File: config.mk
export PLATFORM = sky130hd
export DESIGN_NAME = cla_pipe_addsub
export DESIGN_NICKNAME = d
export VERILOG_FILES = /design/src/rtl/cla_pipe_addsub.sv
export SDC_FILE = /design/constraint.sdc
export NUM_CORES = 1
export LEC_CHECK = 0
export CORE_ASPECT_RATIO = 0.9
export CORE_MARGIN = 4
export CORE_UTILIZATION = 54
export CTS_BUF_LIST = sky130_fd_sc_hd__clkbuf_8
export DETAILED_ROUTE_END_ITERATION = 6
export PLACE_DENSITY = 0.82
export SLEW_MARGIN = 20
export SYNTH_ARGS = -nofsm -noshare
export SYNTH_HDL_FRONTEND = slang
export SYNTH_SLANG_ARGS = --single-unit
export TNS_END_PERCENT = 1
File: constraint.sdc
create_clock -name clk -period 4.8 [get_ports clk]
set_input_delay 0.72 -clock clk [delete_from_list [all_inputs] [get_ports clk]]
set_output_delay 0.72 -clock clk [all_outputs]
set_load 0.005 [all_outputs]
File: src/rtl/cla_pipe_addsub.sv
// Pipelined carry-lookahead adder/subtractor, one BLK-bit group per stage.
// Valid/ready handshake with bubble collapse; last stage is the output register.
module cla_pipe_addsub #(
    parameter int W   = 16,
    parameter int BLK = 4
) (
    input  logic         clk,
    input  logic         rst_n,
    input  logic         in_valid,
    output logic         in_ready,
    input  logic [W-1:0] in_a,
    input  logic [W-1:0] in_b,
    input  logic         in_cin,
    input  logic [1:0]   in_op,
    output logic         out_valid,
    input  logic         out_ready,
    output logic [W-1:0] out_sum,
    output logic         out_cout,
    output logic         out_ovf,
    output logic         out_zero
);
    localparam int NGRP = W / BLK;

    logic [NGRP-1:0] vld;
    logic [NGRP-1:0] rdy;
    logic [W-1:0]    a_q [NGRP];
    logic [W-1:0]    b_q [NGRP];
    logic [W-1:0]    s_q [NGRP];
    logic [NGRP-1:0] c_q;
    logic            ovf_q;
    logic            zero_q;

    logic [W-1:0]    src_a [NGRP];
    logic [W-1:0]    src_b [NGRP];
    logic [W-1:0]    src_s [NGRP];
    logic [W-1:0]    nxt_s [NGRP];
    logic [NGRP-1:0] src_c;
    logic [NGRP-1:0] src_v;
    logic [NGRP-1:0] nxt_c;
    logic            msb_c;

    logic [W-1:0]    b_eff;
    logic            c0;
    logic            unused;

    // Returns {carry into group MSB, group carry out, group sum}.
    function automatic logic [BLK+1:0] grp(
        input logic [BLK-1:0] a,
        input logic [BLK-1:0] b,
        input logic           cin
    );
        logic [BLK:0] c;
        logic         gg;
        logic         pp;
        c[0] = cin;
        for (int i = 1; i <= BLK; i++) begin
            gg = 1'b0;
            pp = 1'b1;
            for (int j = 0; j < i; j++) begin
                gg = (a[j] & b[j]) | ((a[j] | b[j]) & gg);
                pp = pp & (a[j] | b[j]);
            end
            c[i] = gg | (pp & cin);
        end
        return {c[BLK-1], c[BLK], a ^ b ^ c[BLK-1:0]};
    endfunction

    assign b_eff = (in_op[0] ^ in_op[1]) ? ~in_b : in_b;
    assign c0    = (in_op == 2'b01) ? 1'b1 : in_cin;

    // A stage may load if any stage at or after it is empty, or the output drains.
    always_comb begin
        logic acc;
        acc = out_ready;
        rdy = '0;
        for (int j = NGRP - 1; j >= 0; j--) begin
            acc    = acc | ~vld[j];
            rdy[j] = acc;
        end
    end

    always_comb begin
        logic [BLK+1:0] r;
        r        = '0;
        msb_c    = 1'b0;
        nxt_c    = '0;
        src_c    = '0;
        src_v    = '0;
        src_a[0] = in_a;
        src_b[0] = b_eff;
        src_s[0] = '0;
        src_c[0] = c0;
        src_v[0] = in_valid;
        for (int j = 1; j < NGRP; j++) begin
            src_a[j] = a_q[j-1];
            src_b[j] = b_q[j-1];
            src_s[j] = s_q[j-1];
            src_c[j] = c_q[j-1];
            src_v[j] = vld[j-1];
        end
        for (int j = 0; j < NGRP; j++) begin
            r = grp(src_a[j][j*BLK +: BLK],
                    src_b[j][j*BLK +: BLK],
                    src_c[j]);
            nxt_s[j] = src_s[j];
            nxt_s[j][j*BLK +: BLK] = r[BLK-1:0];
            nxt_c[j] = r[BLK];
            if (j == NGRP - 1) msb_c = r[BLK+1];
        end
    end

    always_ff @(posedge clk or negedge rst_n) begin
        if (!rst_n) begin
            vld    <= '0;
            c_q    <= '0;
            ovf_q  <= 1'b0;
            zero_q <= 1'b0;
            for (int j = 0; j < NGRP; j++) begin
                a_q[j] <= '0;
                b_q[j] <= '0;
                s_q[j] <= '0;
            end
        end else begin
            for (int j = 0; j < NGRP; j++) begin
                if (rdy[j]) begin
                    vld[j] <= src_v[j];
                    if (src_v[j]) begin
                        a_q[j] <= src_a[j];
                        b_q[j] <= src_b[j];
                        s_q[j] <= nxt_s[j];
                        c_q[j] <= nxt_c[j];
                    end
                end
            end
            if (rdy[NGRP-1] && src_v[NGRP-1]) begin
                ovf_q  <= msb_c ^ nxt_c[NGRP-1];
                zero_q <= (nxt_s[NGRP-1] == '0);
            end
        end
    end

    assign unused    = ^{a_q[NGRP-1], b_q[NGRP-1]};
    assign in_ready  = rdy[0];
    assign out_valid = vld[NGRP-1];
    assign out_sum   = s_q[NGRP-1];
    assign out_cout  = c_q[NGRP-1];
    assign out_ovf   = ovf_q;
    assign out_zero  = zero_q;
endmodule

==> reports/results.ini, run 1 <==
[timing]
setup_viol = 0
rsz0062_at_grt = no
clock-skew-final_ns = 0.008430
hold_ws_ns = 0.4303
fmax_ghz = 0.3276
slew_headroom_pct = 38.62
min_period_ns = 3.052
worst_slew_pin_slew_ns = 0.9185
worst_slack_ns = 1.748
slew_violations = 0
hold_viol_final = 0
period_share_pct = 63.59
setup_tns_ns = 0

[routing]
drt-initial-drc-count = 79
vias = 2735
first_pass_iters = 6
postRouteAntennaNets = 0
wl_mm = 7.595
via_per_inst = 4.841
drc = 0
wl_per_cell_um = 13.44

[grt]
grt_usage_pct = 15.98
antenna_found_initial = 0
grt_pass1_vias = 2763
grt_pass1_wl_mm = 13.26
grt.overflow.total = 0
grt_max_degree = 61

[die]
num_rows = 32
initial_core_util_pct = 55.15
die_area_mm2 = 0.01031
die_h_um = 96.75
dieWidth_um = 106.6
core_mm2 = 0.008568
top_level_ports = 60

[placement]
post-place-ws_ns = 1.342
globalplace.congestion = 0.7232
placed_cell_area_mm2 = 0.005386
hpwlAfterDp_mm = 5.690
port_buffers = 59

[power_and_ir_drop]
ir_worst_vdd_mv = 0.1934
netSwitchingFraction_pct = 32.13
p_comb_share_pct = 34.4
total_leakage_power_nw = 2.591
p_clk_share_pct = 18.2
p_switching_w = 0.0008837
p_int_w = 0.001867
p_per_area_mw_per_mm2 = 493.4
pwr-share-seq_pct = 47.4

[hold_path]
hold_class = in -> async

[clock_tree]
post_cts_resize_count = 0
path_clk_slew_ns = 0.10
clockBufferDepth = 2
cts_hold_buf = 0
cts_root_buf = clkbuf_8
cts_tree = built
clkSinkCount = 98
cts-htree-levels = 3
cts_setup_buffers = 0
clk_latency_ns = 0.36
numCtsBuffers = 9

[logic_synthesis]
yosys-top-cells-count = dfrtp_1 (98), mux2_2 (57), inv_1 (42), ha_1 (33), nand2_1 (33)
synth_fp_nets = 459
ys_top_cells_by_area = dfrtp_1 (52%), mux2_2 (14%), ha_1 (8.7%), xor2_1 (3.9%), inv_1 (3.3%)
synth.most_common_cell = dfrtp_1
synthCells = 383
synth_top_area_share_pct = 51.89
syn_avg_cell_area_um2 = 12.34
ys_warn_count = 0
syn-cell-area_mm2 = 0.004726
async_flop_share_pct = 100.0
yosys.cell_types.count = 35
synth-seq-cells = 98
synth_edf_count = 0
synth_seq_area_share_pct = 51.89
yosysTopAreaCell = dfrtp_1
synth_top_flop_cell = dfrtp_1

[critical_path]
required_ns = 5.03
cp_max_fo = 16
slowest_delay_ns = 0.77
cp.arrival_ns = 3.28
crit_slowest_cell = ha_1
worstSetupPathType = in -> reg
cp_cell_sequence = clkdlybuf4s50_1, inv_1, ha_1, xnor2_1, inv_1, ha_1, o311a_1, o21bai_1, xnor2_1, o21ai_0
crit_path_start_kind = input pin
end_kind = flop

[cells_and_area]
nets = 517
antenna_cells = 0
fill_cells = 672
area_growth_pct = 17.98
utilization_pct = 65.07
fin_area_mm2 = 0.005575
drive_gt1_share_pct = 19.06

[run_status]
outcome = finished clean

[job]
max_cap_violations = 0

[cell families after synthesis]
group	count (synthesis)	synth area share [%]
flops	98	51.89
mux	66	16.12
simple gates	58	6.196
buf+inv	55	5.110
compound gates	43	5.428
fa+ha+maj	37	10.43
xor+xnor	26	4.819
[final cells by class]
cell class | instances | area (µm²) | share of cell area, %
Sequential cell | 98 | 2452 | 43.99
Multi-Input combinational cell | 230 | 2034 | 36.49
Timing Repair Buffer | 60 | 595.6 | 10.68
Inverter | 42 | 157.7 | 2.828
Tap cell | 119 | 148.9 | 2.671
Clock buffer | 10 | 137.6 | 2.469
Clock inverter | 6 | 48.80 | 0.8752
[power groups by stage]
stage | sequential, W | combinational [W] | clock (W)
6_report | 0.00130 | 0.000946 | 0.000502
5_1_grt | 0.00134 | 0.00107 | 0.000553
4_1_cts | 0.00131 | 0.000968 | 0.000515
3_5_place_dp | 0.00133 | 0.000963 | 0
3_3_place_gp | 0.00131 | 0.000912 | 0
2_1_floorplan | 0.00127 | 0.000635 | 0
[per-layer routing]
| layer | vias up | wire [µm] | track usage, % |
|---|---|---|---|
| li1 | 1378 | - | - |
| met4 | 0 | 119 | 6.195 |
| met1 | 1303 | 3628 | 22.34 |
| met3 | 9 | 252 | 2.935 |
| met5 | - | 0 | 0 |
| met2 | 45 | 3594 | 24.88 |
[cell usage in the layout (no fill, tap or decap), types with 3 or more instances in the layout]
master	n
clkbuf_8	10
o31ai_1	4
inv_6	3
nor2b_1	4
nand2_1	32
mux2_4	6
clkdlybuf4s50_1	58
nor3_1	3
xnor2_1	5
clkinvlp_4	3
mux2i_1	3
xor2_1	21
inv_1	42
ha_1	33
mux2_2	57
fa_1	4
nand2b_1	6
dfrtp_1	98
a21oi_1	4
o21bai_1	4
nor2_1	4
o21ai_0	25
[path summary, 6_finish.rpt]
path,cells past startpoint,slack [ns],startpoint,endpoint
min reg2reg,2,0.49,nxt_s[33],nxt_s[33]
min in group clk,2,0.49,nxt_s[33],nxt_s[33]
max in group asynchronous,2,3.39,rst_n,b_q[44]
max,10,1.75,in_op[1],nxt_s[35]
max reg2reg,5,2.91,vld[3],out_zero
min,1,0.43,rst_n,a_q[59]
[state kept, by name (all words and copies together), names as in the netlist]
register / count
a_q: 24
b_q: 24
c_q: 4
nxt_s: 24
out_ovf: 1
out_sum: 16
out_zero: 1
vld: 4
[worst max-delay path, delay by kind of cell]
| kind | cells | cell delay (ns) |
|---|---|---|
| adder cells (fa/ha/maj) | 2 | 0.96 |
| AO/OA/AOI/OAI | 3 | 0.65 |
| buffers and inverters | 3 | 0.60 |
| XOR/XNOR | 2 | 0.35 |
[through the flow]
step                      std cells  total power [W]
after floorplan                 383         0.001902
after global routing            565         0.002967
after detailed placement        549         0.002291
after global placement          549         0.002221
after CTS                       565         0.002791
final                           565         0.002751
Note: power is estimated with default switching activity, not from simulation.
==> run 2: changes to the inputs <==
--- a/config.mk
+++ b/config.mk
@@ -7,10 +7,10 @@
 export LEC_CHECK = 0
 export CORE_ASPECT_RATIO = 0.9
 export CORE_MARGIN = 4
-export CORE_UTILIZATION = 54
+export CORE_UTILIZATION = 52
 export CTS_BUF_LIST = sky130_fd_sc_hd__clkbuf_8
 export DETAILED_ROUTE_END_ITERATION = 6
-export PLACE_DENSITY = 0.82
+export PLACE_DENSITY = 0.83
 export SLEW_MARGIN = 20
 export SYNTH_ARGS = -nofsm -noshare
 export SYNTH_HDL_FRONTEND = slang
==> constraint.sdc (replaced) <==
create_clock -name clk -period 2.5 [get_ports clk]
set_input_delay 0.375 -clock clk [delete_from_list [all_inputs] [get_ports clk]]
set_output_delay 0.375 -clock clk [all_outputs]
set_load 0.005 [all_outputs]
==> reports/results.ini, run 2 (synthesis results as in run 1) <==
[routing]
wl_per_cell_um = 13.80  ; was 13.44 µm
drt-initial-drc-count = 75  ; was 79
drc = 0  ; unchanged
via_per_inst = 4.967  ; was 4.841
first_pass_iters = 4  ; was 6
vias = 2846  ; was 2735
postRouteAntennaNets = 0  ; unchanged
wl_mm = 7.907  ; was 7.595 mm

[clock_tree]
cts_setup_buffers = 0  ; unchanged
cts-htree-levels = 3  ; unchanged
numCtsBuffers = 9  ; unchanged
clkSinkCount = 98  ; unchanged
cts_root_buf = clkbuf_8  ; unchanged
clockBufferDepth = 2  ; unchanged
cts_tree = built  ; unchanged
clk_latency_ns = 0.36  ; about the same
path_clk_slew_ns = 0.09  ; was 0.10 ns

[cells_and_area]
regArea_mm2 = 0.002452  ; unchanged
drive_gt1_share_pct = 19.82  ; was 19.06%
fill_cells = 682  ; was 672
multi_input_area_mm2 = 0.002032  ; was 0.002034 mm²
final_cell_mix = dfrtp_1 (98), clkdlybuf4s50_1 (58), mux2_2 (57)  ; unchanged
antenna_cells = 0  ; unchanged
nets = 525  ; was 517
area_growth_pct = 20.17  ; was 17.98%
layout_commonest_cell = dfrtp_1  ; unchanged

[critical_path]
path_delay_family = compound AO/OA/AOI/OAI gates  ; was adder cells
crit_path_start_kind = input pin  ; unchanged
cp.arrival_ns = 2.52  ; was 3.28 ns
end_kind = flop  ; unchanged
slowest_delay_ns = 0.45  ; was 0.77 ns
worstSetupPathType = in -> reg  ; unchanged
required_ns = 2.73  ; was 5.03 ns
path_buf_inv = 3  ; unchanged
cp_max_fo = 3  ; was 16
crit_slowest_cell = clkdlybuf4s50_1  ; was ha_1
cp_cell_sequence = clkdlybuf4s50_1, inv_1, ha_1, xnor2_1, inv_1, ha_1, o311a_1, o21bai_1, xnor2_1, o21ai_0  ; unchanged

[grt]
use_met2_pct = 27.46  ; was 24.88%
antenna_found_initial = 0  ; unchanged
grt.overflow.total = 0  ; unchanged
grt_pass1_vias = 3045  ; was 2763
grt-busiest-layer = met2  ; unchanged
grt_use_met3_pct = 3.995  ; was 2.935%
use_met1_pct = 20.72  ; was 22.34%
grt_max_degree = 47  ; was 61
grt_pass1_wl_mm = 13.93  ; was 13.26 mm
grt_usage_pct = 16.39  ; was 15.98%

[power_and_ir_drop]
p_per_area_mw_per_mm2 = 959.5  ; was 493.4 mW/mm²
netSwitchingFraction_pct = 30.84  ; was 32.13%
p_switching_w = 0.001681  ; was 0.0008837 W
ir_worst_vdd_mv = 0.4275  ; was 0.1934 mV
pwr-share-seq_pct = 46.1  ; was 47.4%
p_total_w = 0.005449  ; was 0.002751 W
p_clk_share_pct = 19.9  ; was 18.2%
p_int_w = 0.003768  ; was 0.001867 W
total_leakage_power_nw = 2.658  ; was 2.591 nW
p_comb_share_pct = 34.0  ; was 34.4%

[timing]
slew_headroom_pct = 68.71  ; was 38.62%
fmax_ghz = 0.4358
period_share_pct = 91.79
hold_ws_ns = 0.4821  ; was 0.4303 ns
slew_violations = 0  ; unchanged
clock-skew-final_ns = 0.006096  ; was 0.008430 ns
rsz0062_at_grt = no  ; unchanged
worst_slew_pin_slew_ns = 0.4693  ; was 0.9185 ns
min_period_ns = 2.295
setup_viol = 0  ; unchanged
hold_viol_final = 0  ; unchanged

[die]
die_area_mm2 = 0.01068  ; was 0.01031 mm²
dieWidth_um = 108.5  ; was 106.6 µm
die_h_um = 98.44  ; was 96.75 µm
core_mm2 = 0.008728  ; was 0.008568 mm²
initial_core_util_pct = 54.14  ; was 55.15%
top_level_ports = 60  ; unchanged
num_rows = 32  ; unchanged

[hold_path]
hold_class = reg -> reg  ; was in -> async

[placement]
port_buffers = 59  ; unchanged
globalplace.congestion = 0.7384  ; was 0.7232
hpwlAfterDp_mm = 6.022  ; was 5.690 mm

[run_status]
outcome = finished clean  ; unchanged

[job]
max_cap_violations = 0  ; unchanged

run 2: cell types whose count changed in the layout (fill, tap and decap cells not counted):
cell and delta:
clkinv_4 +1, clkbuf_8 -1, bufinv_16 +2, clkinv_2 +1
buf_12 +1, dlygate4sd3_1 +1, inv_6 -2, inv_1 +1
nand2_2 -1, nand2_1 +1, clkinvlp_4 -2, buf_4 +6
run 2: tightest hold or removal path, delay by kind of cell, from the launching register on:
family | cells | cell delay [ns]
buffers and inverters | 1 | 0.05
DFF | 1 | 0.35
and+or+nand+nor | 1 | 0.05
run 2: stage by stage:
step	setup TNS, ns	setup slack (ns)	cells	area, µm²	util, %
after global placement	-0.04684	-0.04684	556	5451	62.46
after CTS	0	0.2096	573	5679	65.07
final	0	0.2052	573	5679	65.07
after global routing	0	0.08063	573	5679	65.07
after floorplan	0	0.1172	383	4726	-
after detailed placement	-0.2975	-0.1788	556	5451	62.46
run 2: final timing paths:
path                              to      from  depth (start not counted)  slack, ns
setup / recovery           nxt_s[35]  in_op[1]                         10       0.21
hold / removal                vld[1]    vld[0]                          2       0.48
setup reg to reg            out_zero   a_q[28]                          6       0.64
hold reg to reg               vld[1]    vld[0]                          2       0.48
max in group asynchronous    b_q[62]     rst_n                          3       1.33
min in group asynchronous    a_q[57]     rst_n                          2       0.50
run 2: repair_timing:
| item | CTS | global route |
|---|---|---|
| resized for setup | 0 | 0 |
| hold endpoints to repair | 35 | 0 |
| hold buffers | 1 | 0 |
run 2: per-layer routing:
layer	part of all wire, %	vias up	routed length (µm)
met4	1.6	0	127
li1	-	1395	-
met5	0	-	0
met2	50	49	3968
met1	44	1389	3450
met3	4.6	13	360
run 2: power groups by stage:
stage,registers [W],logic [W],clock network (W)
floorplan,0.00243,0.00122,0
global placement,0.00252,0.00177,0
detailed placement,0.00255,0.00187,0
CTS,0.00252,0.00189,0.00112
global route,0.00260,0.00211,0.00117
finish,0.00251,0.00185,0.00108
run 2: area by class of cell:
class | instances | share of cell area (%)
Multi-Input combinational cell | 230 | 35.78
Tap cell | 119 | 2.622
Inverter | 42 | 2.776
Clock buffer | 9 | 2.181
Timing Repair Buffer | 68 | 11.81
Clock inverter | 7 | 1.652
Sequential cell | 98 | 43.18
==> run 3: changes to the inputs <==
--- a/config.mk
+++ b/config.mk
@@ -5,12 +5,13 @@
 export SDC_FILE = /design/constraint.sdc
 export NUM_CORES = 1
 export LEC_CHECK = 0
+export ABC_AREA = 1
 export CORE_ASPECT_RATIO = 0.9
 export CORE_MARGIN = 4
 export CORE_UTILIZATION = 52
 export CTS_BUF_LIST = sky130_fd_sc_hd__clkbuf_8
 export DETAILED_ROUTE_END_ITERATION = 6
-export PLACE_DENSITY = 0.83
+export PLACE_DENSITY = 0.82
 export SLEW_MARGIN = 20
 export SYNTH_ARGS = -nofsm -noshare
 export SYNTH_HDL_FRONTEND = slang
==> reports/results.ini, run 3 <==
[critical_path]
crit_path_start_kind = input pin  ; unchanged
worstSetupPathType = in -> reg  ; unchanged
cp_cell_sequence = clkdlybuf4s50_1, inv_1, ha_1, xnor2_1, inv_1, ha_1, nor2_1, nand3_1, nand3_1, nand2_1, nand3_1, nand2_1  ; was clkdlybuf4s50_1, inv_1, ha_1, xnor2_1, inv_1, ha_1, o311a_1, o21bai_1, xnor2_1, o21ai_0
worstReg2RegStart = a_q[28]  ; unchanged
rr_endpoint = out_zero  ; unchanged
required_ns = 2.74  ; was 2.73 ns
crit_top_cell = nand3_1
crit_path_start = in_op[1]  ; unchanged
crit_slowest_cell = clkdlybuf4s50_1  ; unchanged
end_kind = flop  ; unchanged
reg2reg_slack_ns = 0.94  ; was 0.64 ns
path_buf_inv = 3  ; unchanged
rr_worst_depth = 8  ; was 6
cp_max_fo = 4  ; was 3
slowest_delay_ns = 0.45  ; about the same
cp.arrival_ns = 2.39  ; was 2.52 ns
path_delay_family = simple AND/OR/NAND/NOR gates  ; was compound AO/OA/AOI/OAI gates
cp.depth = 12  ; was 10

[cells_and_area]
final_cell_mix = nand2_1 (185), dfrtp_1 (98), inv_1 (82)  ; was dfrtp_1 (98), clkdlybuf4s50_1 (58), mux2_2 (57)
nets = 698  ; was 525
antenna_cells = 0  ; unchanged
area_growth_pct = 18.99  ; was 20.17%
drive_gt1_share_pct = 4.952  ; was 19.82%
layout_commonest_cell = nand2_1  ; was dfrtp_1

[routing]
wl_per_cell_um = 12.41  ; was 13.80 µm
vias = 3645  ; was 2846
postRouteAntennaNets = 0  ; unchanged
drc = 0  ; unchanged
via_per_inst = 4.873  ; was 4.967
wl_mm = 9.286  ; was 7.907 mm
first_pass_iters = 4  ; unchanged
drt-initial-drc-count = 128  ; was 75

[power_and_ir_drop]
p_comb_share_pct = 37.9  ; was 34.0%
ir_worst_vdd_mv = 0.4157  ; was 0.4275 mV
pwr-share-seq_pct = 43.1  ; was 46.1%
p_switching_w = 0.002105  ; was 0.001681 W
p_total_w = 0.005773  ; was 0.005449 W
p_int_w = 0.003668  ; was 0.003768 W
p_clk_share_pct = 19.0  ; was 19.9%
p_per_area_mw_per_mm2 = 1001  ; was 959.5 mW/mm²
total_leakage_power_nw = 2.985  ; was 2.658 nW
netSwitchingFraction_pct = 36.46  ; was 30.84%

[timing]
worst_slew_pin_slew_ns = 0.6119  ; was 0.4693 ns
min_period_ns = 2.142  ; was 2.295 ns
fmax_ghz = 0.4669  ; was 0.4358 GHz
slew_headroom_pct = 59.21  ; was 68.71%
slew_violations = 0  ; unchanged
clock-skew-final_ns = 0.007746  ; was 0.006096 ns
rsz0062_at_grt = no  ; unchanged
hold_viol_final = 0  ; unchanged
setup_tns_ns = 0  ; unchanged
period_share_pct = 85.67  ; was 91.79%
setup_viol = 0  ; unchanged

[die]
dieWidth_um = 109.8  ; was 108.5 µm
core_mm2 = 0.009084  ; was 0.008728 mm²
die_h_um = 99.61  ; was 98.44 µm
die_area_mm2 = 0.01094  ; was 0.01068 mm²
num_rows = 33  ; was 32
top_level_ports = 60  ; unchanged
initial_core_util_pct = 53.37  ; was 54.14%

[logic_synthesis]
ys_top_cells_by_area = dfrtp_1 (51%), nand2_1 (14%), ha_1 (8.5%), inv_1 (6.3%), o21ai_1 (5.1%)  ; was dfrtp_1 (52%), mux2_2 (14%), ha_1 (8.7%), xor2_1 (3.9%), inv_1 (3.3%)
yosysTopAreaCell = dfrtp_1  ; unchanged
synth_fp_nets = 639  ; was 459
ys_warn_count = 0  ; unchanged
yosys.cell_types.count = 24  ; was 35
synthCells = 563  ; was 383
synth.most_common_cell = nand2_1  ; was dfrtp_1
synth_top_flop_cell = dfrtp_1  ; unchanged
synth_seq_area_share_pct = 50.58  ; was 51.89%
async_flop_share_pct = 100.0  ; unchanged
yosys-top-cells-count = nand2_1 (185), dfrtp_1 (98), inv_1 (81), o21ai_1 (49), ha_1 (33)  ; was dfrtp_1 (98), mux2_2 (57), inv_1 (42), ha_1 (33), nand2_1 (33)
synth_edf_count = 0  ; unchanged
syn_avg_cell_area_um2 = 8.612  ; was 12.34 µm²
synth-seq-cells = 98  ; unchanged
synth_top_area_share_pct = 50.58  ; was 51.89%
syn-cell-area_mm2 = 0.004848  ; was 0.004726 mm²

[clock_tree]
cts-htree-levels = 3  ; unchanged
clk_latency_ns = 0.36  ; about the same
path_clk_slew_ns = 0.09  ; about the same
cts_setup_buffers = 0  ; unchanged
clkSinkCount = 98  ; unchanged
clockBufferDepth = 2  ; unchanged
cts_root_buf = clkbuf_8  ; unchanged
cts_hold_buf = 0  ; was 1
cts_tree = built  ; unchanged
post_cts_resize_count = 0  ; unchanged
numCtsBuffers = 9  ; unchanged

[job]
max_cap_violations = 0  ; unchanged

[grt]
grt_pass1_wl_mm = 16.09  ; was 13.93 mm
grt_pass1_vias = 3695  ; was 3045
antenna_found_initial = 0  ; unchanged
grt_max_degree = 52  ; was 47
grt_usage_pct = 18.46  ; was 16.39%
grt.overflow.total = 0  ; unchanged

[placement]
globalplace.congestion = 0.7922  ; was 0.7384
hpwlAfterDp_mm = 7.101  ; was 6.022 mm
port_buffers = 59  ; unchanged

[hold_path]
hold_class = in -> async  ; was reg -> reg

[run_status]
outcome = finished clean  ; unchanged

run 3: area by class of cell:
type                       count  area [µm²]
tap                          122       152.6
fill                         766        3314
inverter                      86       322.8
multi-input combinational    361        1971
sequential                    98        2452
clock inverter                 5       80.08
clock buffer                  10       137.6
timing repair buffer          66       653.1
run 3: worst reg2reg max path: cells and delay by family, from the launching register on:
kind,cells,cell delay [ns]
simple gates,6,0.47
flops,1,0.36
buf+inv,1,0.10
fa+ha+maj,1,0.58
run 3: cell families (layout without fill, tap and decap cells):
group           Yosys count  after routing  synth area share [%]
xor+xnor                 19             19                 3.432
fa+ha+maj                37             37                 10.17
flops                    98             98                 50.58
buf+inv                 104            167                 8.774
simple gates            237            237                 20.00
compound gates           68             68                 7.045
run 3: through the flow:
step | hold slack [ns] | cell area (µm²) | worst slack, ns | util [%] | instances
6_report | 0.02307 | 5769 | 0.3583 | 63.51 | 748
5_1_grt | 0.05409 | 5769 | 0.2068 | 63.51 | 748
4_1_cts | 0.03658 | 5769 | 0.3961 | 63.51 | 748
3_5_place_dp | 0.4317 | 5552 | 0.01304 | 61.12 | 733
3_3_place_gp | 0.4238 | 5552 | 0.2048 | 61.12 | 733
2_1_floorplan | 0.07941 | 4848 | 0.4405 | - | 563
run 3: per-layer routing:
metal / up-vias / routed length [µm] / GRT usage (%)
met2: 96 / 4441 / 30.04
met1: 1688 / 4179 / 24.15
met4: 0 / 167 / 7.766
met3: 15 / 497 / 3.439
li1: 1846 / - / -
met5: - / 0 / 0
run 3: power groups by stage:
stage	logic [W]	registers, W	clock network [W]
2_1_floorplan	0.00148	0.00244	0
3_3_place_gp	0.00207	0.00249	0
3_5_place_dp	0.00219	0.00252	0
4_1_cts	0.00221	0.00249	0.00112
5_1_grt	0.00254	0.00256	0.00119
6_report	0.00219	0.00249	0.00110
run 3: worst max-delay path by stage:
stage,to
after global placement,nxt_s[34]
after global routing,nxt_s[35]
after floorplan,nxt_s[34]
final,nxt_s[35]
after CTS,nxt_s[35]
after detailed placement,nxt_s[35]
